[src/rtl/mreg_sequencer.sv]
// mreg_sequencer
// Turns single-cycle commands (LOAD, SHL, SHR, ROTL) into the control stream
// of the downstream 4-bit multifunction register. The control stream is made
// of s (mode), d (parallel data) and shift_in (serial bit). Shift commands run
// a programmable number of steps. Consecutive steps are TICK_DIV cycles apart.
//
// Ports
//   clk       system clock, rising edge
//   reset     synchronous, active-high
//   start     command request, only looked at while idle
//   op        00 LOAD, 01 SHL, 10 SHR, 11 ROTL
//   data_in   LOAD value
//   count     shift steps 0..7 (ignored for LOAD)
//   fill      serial bit for SHL/SHR
//   q_fb      register output, used as the ROTL feedback bit
//   s         register mode: 00 hold, 01 load, 10 shift left, 11 shift right
//   d         register parallel data (last captured data_in)
//   shift_in  register serial input
//   busy      command in progress
//   done      one-cycle completion pulse
//
// state | meaning
// IDLE  | waiting for start, s=00
// LOAD  | s=01 for one cycle
// STEP  | one shift step, remaining decrements
// GAP   | hold between steps, gap counter runs down
// DONE  | done pulse, still busy

module mreg_sequencer #(
  parameter int unsigned TICK_DIV = 4
) (
  input  logic       clk,
  input  logic       reset,
  input  logic       start,
  input  logic [1:0] op,
  input  logic [3:0] data_in,
  input  logic [2:0] count,
  input  logic       fill,
  input  logic [3:0] q_fb,
  output logic [1:0] s,
  output logic [3:0] d,
  output logic       shift_in,
  output logic       busy,
  output logic       done
);

  localparam logic [1:0] OP_LOAD = 2'b00;
  localparam logic [1:0] OP_SHR  = 2'b10;
  localparam logic [1:0] OP_ROTL = 2'b11;

  localparam logic [1:0] S_HOLD = 2'b00;
  localparam logic [1:0] S_LOAD = 2'b01;
  localparam logic [1:0] S_SHL  = 2'b10;
  localparam logic [1:0] S_SHR  = 2'b11;

  localparam logic [7:0] GAP_INIT = 8'(TICK_DIV - 1);

  typedef enum logic [2:0] {
    IDLE,
    LOAD,
    STEP,
    GAP,
    DONE
  } state_t;

  state_t     state_q, state_d;
  logic [1:0] op_q, op_d;
  logic [3:0] data_q, data_d;
  logic       fill_q, fill_d;
  logic [2:0] remaining_q, remaining_d;
  logic [7:0] gap_q, gap_d;
  logic [1:0] s_q, s_d;
  logic       shift_fill_q, shift_fill_d;
  logic       busy_q, busy_d;
  logic       done_q, done_d;

  // Only the MSB of the register is fed back; the rest is intentionally unused.
  logic unused_q_fb;
  assign unused_q_fb = &{1'b0, q_fb[2:0]};

  always_comb begin
    state_d     = state_q;
    op_d        = op_q;
    data_d      = data_q;
    fill_d      = fill_q;
    remaining_d = remaining_q;
    gap_d       = gap_q;

    case (state_q)
      IDLE: begin
        if (start) begin
          op_d   = op;
          data_d = data_in;
          fill_d = fill;
          if (op == OP_LOAD) begin
            remaining_d = 3'd0;
            state_d     = LOAD;
          end else if (count == 3'd0) begin
            remaining_d = 3'd0;
            state_d     = DONE;
          end else begin
            remaining_d = count;
            state_d     = STEP;
          end
        end
      end
      LOAD: state_d = DONE;
      STEP: begin
        // remaining is at least 1 here; the <= guard keeps it from wrapping.
        if (remaining_q <= 3'd1) begin
          remaining_d = 3'd0;
          state_d     = DONE;
        end else begin
          remaining_d = remaining_q - 3'd1;
          if (TICK_DIV == 1) begin
            state_d = STEP;
          end else begin
            gap_d   = GAP_INIT;
            state_d = GAP;
          end
        end
      end
      GAP: begin
        if (gap_q <= 8'd1) begin
          gap_d   = 8'd0;
          state_d = STEP;
        end else begin
          gap_d = gap_q - 8'd1;
        end
      end
      DONE:    state_d = IDLE;
      default: state_d = IDLE;
    endcase
  end

  // Outputs are decoded from the next state so they are registered and line up
  // with the state they belong to.
  always_comb begin
    s_d          = S_HOLD;
    shift_fill_d = 1'b0;
    case (state_d)
      LOAD: s_d = S_LOAD;
      STEP: begin
        s_d          = (op_d == OP_SHR) ? S_SHR : S_SHL;
        shift_fill_d = (op_d != OP_ROTL) & fill_d;
      end
      default: s_d = S_HOLD;
    endcase
    busy_d = (state_d != IDLE);
    done_d = (state_d == DONE);
  end

  always_ff @(posedge clk) begin
    if (reset) begin
      state_q      <= IDLE;
      op_q         <= 2'b00;
      data_q       <= 4'd0;
      fill_q       <= 1'b0;
      remaining_q  <= 3'd0;
      gap_q        <= 8'd0;
      s_q          <= S_HOLD;
      shift_fill_q <= 1'b0;
      busy_q       <= 1'b0;
      done_q       <= 1'b0;
    end else begin
      state_q      <= state_d;
      op_q         <= op_d;
      data_q       <= data_d;
      fill_q       <= fill_d;
      remaining_q  <= remaining_d;
      gap_q        <= gap_d;
      s_q          <= s_d;
      shift_fill_q <= shift_fill_d;
      busy_q       <= busy_d;
      done_q       <= done_d;
    end
  end

  // ROTL must see the register's current MSB, so that path bypasses the flop.
  assign shift_in = (state_q == STEP && op_q == OP_ROTL) ? q_fb[3] : shift_fill_q;
  assign s        = s_q;
  assign d        = data_q;
  assign busy     = busy_q;
  assign done     = done_q;

endmodule

[config.mk]
export PLATFORM = sky130hd
export DESIGN_NAME = mreg_sequencer
export DESIGN_NICKNAME = d
export VERILOG_FILES = /design/src/rtl/mreg_sequencer.sv
export SDC_FILE = /design/constraint.sdc
export NUM_CORES = 1
export LEC_CHECK = 0
export CORE_AREA = 5 5 53 55
export DETAILED_ROUTE_END_ITERATION = 10
export DIE_AREA = 0 0 58 60
export DONT_BUFFER_PORTS = 1
export GPL_TIMING_DRIVEN = 1
export HOLD_SLACK_MARGIN = 0.05
export PLACE_DENSITY = 0.82
export SLEW_MARGIN = 10
export SYNTH_ARGS = -nofsm -noshare
export SYNTH_HDL_FRONTEND = slang
export SYNTH_SLANG_ARGS = --single-unit
[constraint.sdc]
create_clock -name clk -period 2.21 [get_ports clk]
set_clock_uncertainty 0.05 [all_clocks]
set_input_delay 0.5525 -clock clk [delete_from_list [all_inputs] [get_ports clk]]
set_output_delay 0.5525 -clock clk [all_outputs]
set_load 0.01 [all_outputs]
==> results.cfg <==
[setup_path]
max_stage_delay_ns = 0.44
arrival_ns = 1.53
cp-end-kind = output port
path_max_fanout = 10
critPathTopFamily = flip-flops
cp_cell_sequence = nor3b_1 > nand3_1 > mux2_2
crit_buf_inv = 0
slowest_stage = dfxtp_1
criticalPathCategory = register to output port
required_ns = 1.61
start_kind = register

[sta]
setup_viol = 0
tightest_slew_ns = 0.680
period_share_pct = 96.3
fmax_ghz = 0.470
worst_slack_ns = 0.0821
slew_headroom_pct = 54.2
slew_violations = 0
rsz0062_at_grt = no
fin_hold_ws_ns = 0.223
tns_ns = 0
min_period_ns = 2.13
hold_viol = 0

[synthesis]
synthCells = 159
synth_edf_count = 0
synth-async-reset-ratio_pct = 0
syn_area_per_cell_sq_um = 8.38
synth-seq-cells = 26
synth_ff_type = dfxtp_1
syn_nets = 180
yosysSeqAreaShare_pct = 39.1
ys_types = 43
ys.warnings.count = 0
synth_area_sq_um = 1330

[global_route]
grt_usage_pct = 17.2
antenna_found_initial = 0
grt_pass1_wl_mm = 4.69
grt-ovfl-total = 0
grt_max_degree = 22
grt_pass1_vias = 1081

[layout]
fin_cells = 186
utilization_pct = 59.9
fin_area_sq_um = 1400
drive_gt1_share_pct = 12.2
diodes = 0
synthToLayoutAreaGrowth_pct = 5.26
nNetsFinal = 178

[clock_tree]
insertion_delay_ns = 0.32
clock_sinks = 26
clockBufferDepth = 2
ctsRootBufferMaster = clkbuf_4
path_clk_slew_ns = 0.14
cts_max_level = 1
cts_buffers = 3
cts_tree = built
postCtsHoldBufs = 0

[placed_design]
place_congestion = 0.821
dpl_cell_area_sq_um = 1350
pre_cts_ws_ns = 0.340
post-dp-hpwl_mm = 2.07
portBuffers = 0
dpl.cell_count = 182

[floorplan]
io_pins = 26
die_width_um = 58
num_rows = 18
die_area_sq_um = 3480
fp.dieH_um = 60
coreArea_sq_um = 2340
initial_core_util_pct = 56.9

[detailed_routing]
wl_met2_mm = 1.46
drtIter0Drc = 56
wl_met1_mm = 1.19
firstDrtPassIters = 4
vias = 1149
met3WireLength_um = 187
post_drt_via_cell_ratio = 6.18
wire_per_inst_um = 15.5
detail-route-antenna-nets = 0
routed_wl_mm = 2.88
drc = 0
top_layer = met4

[power_and_ir_drop]
ir_drop_mv = 0.379
p_total_mw = 1.15
powerDensity_nw_per_um2 = 821
power.leakage_nw = 0.535

[job]
drv_cap = 0

[run_status]
run_status = finished, final reports clean

[min_path]
min_path_type = input port to register
==> state kept, by name, indices dropped and copies added, names as in the netlist <==
register,cells
gap_q,8
d,4
remaining_q,3
state_q,3
op_q,2
s,2
busy,1
done,1
fill_q,1
shift_fill_q,1
==> routing by layer <==
metal / vias to the layer above / GRT usage [%]
li1: 571 / -
met5: - / 0
met4: 0 / 6.62
met1: 547 / 20.4
met3: 4 / 3.89
met2: 27 / 30.0
==> synthesized netlist by cell type (all sizes together), types with 2 or more instances <==
master	count	share of area, %
nand2b	6	2.8
nor4b	2	1.3
nor4	2	0.94
nor2	10	2.8
nor3	7	3.0
a21boi	2	1.1
or2	3	1.4
o211a	2	1.5
nand2	18	5.1
nand3	6	2.3
nor3b	2	1.1
a311oi	3	2.0
or4	2	1.1
o21ai	7	2.6
nand3b	2	1.1
clkbuf	5	1.4
a31oi	2	0.94
a21oi	16	6.0
dfxtp	26	39
nor2b	2	0.94
o31a	2	1.4
o21a	3	1.7
ha	4	3.8
inv	5	1.4
buf	5	2.3
==> timing repair <==
action,CTS,global route
buffers inserted,0,0
endpoints found under the setup margin,0,1
resized for setup,0,1
==> worst paths after layout <==
check | startpoint | to | slack, ns | cells after the start
worst max-delay path | state_q[2] | shift_in | 0.08 | 3
worst min register to register | fill_q | fill_q | 0.42 | 2
worst min-delay path | reset | op_q[0] | 0.22 | 1
worst max register to register | gap_q[0] | gap_q[7] | 0.31 | 6
==> power by group <==
group / internal [mW] / switching, mW / total (mW)
logic: 0.115 / 0.138 / 0.253
clock network: 0.183 / 0.143 / 0.327
registers: 0.516 / 0.0570 / 0.573
total: 0.814 / 0.338 / 1.15
==> cell families after synthesis <==
group / after synthesis / synth area share, %
simple gates: 67 / 27.0
compound gates: 46 / 24.1
flops: 26 / 39.1
buf+inv: 15 / 5.16
fa+ha+maj: 4 / 3.76
mux: 1 / 0.845
==> final cells by class <==
cell class / count / area, sq um
flip-flops and latches: 26 / 522
clock inverters: 1 / 30.0
clock buffers: 3 / 22.5
repair buffers: 3 / 22.5
fillers: 227 / 940
multi-input cells: 118 / 749
well taps: 30 / 37.5
inverters: 5 / 18.8
==> placed cells by master (no fill, tap or decap), drive strengths merged, types with 4 or more instances in the layout <==
| cell type | n |
|---|---|
| dfxtp | 26 |
| nor2 | 10 |
| inv | 5 |
| nand3 | 6 |
| o21ai | 7 |
| ha | 4 |
| nand2b | 6 |
| nand2 | 18 |
| nor3 | 7 |
| a21oi | 16 |
Note: power is estimated with default switching activity, not from simulation.
==> patch: new RTL, same settings <==
Take the reset off `data_q` and load it in a clocked block of its own.
--- a/src/rtl/mreg_sequencer.sv
+++ b/src/rtl/mreg_sequencer.sv
@@ -154,7 +154,6 @@
     if (reset) begin
       state_q      <= IDLE;
       op_q         <= 2'b00;
-      data_q       <= 4'd0;
       fill_q       <= 1'b0;
       remaining_q  <= 3'd0;
       gap_q        <= 8'd0;
@@ -165,7 +164,6 @@
     end else begin
       state_q      <= state_d;
       op_q         <= op_d;
-      data_q       <= data_d;
       fill_q       <= fill_d;
       remaining_q  <= remaining_d;
       gap_q        <= gap_d;
@@ -174,6 +172,10 @@
       busy_q       <= busy_d;
       done_q       <= done_d;
     end
+  end
+
+  always_ff @(posedge clk) begin
+    data_q <= data_d;
   end
 
   // ROTL must see the register's current MSB, so that path bypasses the flop.
Check against the original RTL: not equivalent (a bounded check fails within 4 cycles, from zero or initial values and one cycle with reset high).
==> patch against the original RTL <==
- hold slack gained 0.015 ns
- cell count is 4.3% lower
- total power shrank 17%
- area after synthesis fell by 4.7%
- global-route usage is 0.67 points lower
- routed wire length shrank 7.3%
- register-to-register slack got worse by 0.14 ns
- sequential cell count is the same
- design area shrank 3.7%
- worst setup slack improved by 0.043 ns
- critical path type unchanged
- largest power group unchanged
==> patch: results (changes against the original RTL) <==
* Yosys cell types at 40 (-7.0%)
* Nets@finish at 170 (-4.5%)
* Crit path max fanout at 8 (-2)
* Post-synth top cells: nor2_1, dfxtp_1, a21oi_1, nand2_1, o21ai_0
* CTS root buffer: clkbuf_4
* Peak VDD IR at 0.410 mV (+8.3%)
* Top cells by area, synth: dfxtp_1, edfxtp_1, nor2_1, a21oi_1, ha_1
* WP data arrival at 1.48 ns (-0.05 ns)
* RePlAce Congestion at 0.777 (-5.4%)
* GRT Overall Usage at 16.5% (-0.67 points)
* Clk_lat worst skew at 0.31 ns
* Met2 usage at 27.3% (-2.7 points)
* Vias in the first global route at 1039 (-3.9%)
* Hold Vio Cnt, Final at 0 (unchanged)
* First-pass GRT wire length at 4450 um (-5.2%)
* Maximum root-to-sink buffer count at 2 (unchanged)
* Async S/R FF share, synth at 0% (unchanged)
* Final WL at 2670 um (-7.3%)
* Largest net degree at the start of global routing at 21 (-4.5%)
* Dpl cells at 174 (-4.4%)
* Share of cells above drive strength 1 at 12.2% (-0.017 points)
* Finished Layout Cells at 178 (-4.3%)
* Number of synthesis warnings at 0 (unchanged)
* Worst-path clk slew at 0.13 ns
* Relative slew slack at 56.4% (+2.2 points)
* CTS Buf Count at 3 (unchanged)
* Number of synthesized flops with an enable pin at 4 (+4)
* Placed cell areas at 1310 um^2 (-2.8%)
* Met3 usage at 4.10% (+0.22 points)
* Max reg flops at 8 (unchanged)
* Iteration-0 DRC Markers at 35 (-38%)
* Sequential area share after synthesis at 44.1% (+5.1 points)
* Fin crit period at 2.08 ns (-0.0431 ns)
* Inserted Diodes at 0 (unchanged)
* GR Util met1 at 20.3% (-0.076 points)
* P_leak at 0.508 nW (-4.9%)
* Router iterations before antenna repair at 4 (unchanged)
* Top reg by flops: gap_q
* Post-synthesis cell count at 146 (-8.2%)
* Hold Path Class: input port to register
* Via density at 5.92 (-4.1%)
* Detailed placement HPWL at 1990 um (-3.9%)
* R2r setup slk at 0.17 ns (-0.14 ns)
* Port buffer count at 0 (unchanged)
* Initial antenna violation count at 0 (unchanged)
* Status: finished clean
* Filler Cell Count at 200 (-12%)
* H-tree depth at 1 (unchanged)
## patch: changes by cell type after synthesis, sizes merged, moves of 4 or more
cell,change
dfxtp,-4
edfxtp,+4
nand2,-9
nand2b,-4
nor2,+17
a21oi,-4
## patch: report_power, final
group	switching, mW	internal [mW]
Sequential	0.0420	0.522
Combinational	0.111	0.0856
Clock	0.132	0.0659
## patch: cell families (layout without fill, tap and decap cells)
logic type                 Yosys count  count (layout)  synth area share (%)
adders and majority gates            4               4                  3.94
AOI/OAI and AO/OA                   35              35                  18.0
DFF                                 26              26                  44.1
muxes                                4               4                  3.25
and+or+nand+nor                     66              66                  27.2
buffers and inverters               11              13                  3.45
## patch: worst paths after layout
check | cells after the start | start | end
worst max-delay path | 3 | state_q[0]$_SDFF_PP0_ | shift_in
worst min-delay path | 1 | reset | busy$_SDFF_PP0_
worst max register to register | 5 | gap_q[2]$_SDFFE_PP0P_ | s[0]$_SDFF_PP0_
worst min register to register | 2 | gap_q[4]$_SDFFE_PP0P_ | gap_q[4]$_SDFFE_PP0P_
## patch: critical path, stage by stage, from the launching register on
cell     delay, ns
dfxtp_1       0.44
nor3b_4       0.28
nand3_1       0.14
mux2_2        0.32
## patch: through the flow
| stage | utilization [%] | hold slack, ns | worst slack [ns] |
|---|---|---|---|
| after global routing | 57.6 | 0.194 | 0.0194 |
| after detailed placement | 56.0 | 0.444 | 0.205 |
| after CTS | 57.3 | 0.234 | 0.0554 |
| after floorplan | - | 0.410 | 0.294 |
| final | 57.6 | 0.238 | 0.125 |
| after global placement | 56.0 | 0.423 | 0.233 |
## patch: layout make-up
type                            instances  share of cell area, %
Clock buffer                            3                   1.67
Clock inverter                          1                  0.278
Multi-Input combinational cell        109                   50.6
Sequential cell                        26                   41.6
Tap cell                               30                   2.78
Timing Repair Buffer                    2                   1.11
Inverter                                7                   1.95
## patch: what timing repair did
item,in CTS,in global routing
gates resized for setup,1,2
setup endpoints to repair,1,1
setup buffers,0,0
## patch: metal layers
layer	part of all wire, %	up-vias
met3	5.8	2
met2	49	37
met4	0.79	0
met5	0	-
met1	44	491
li1	-	524
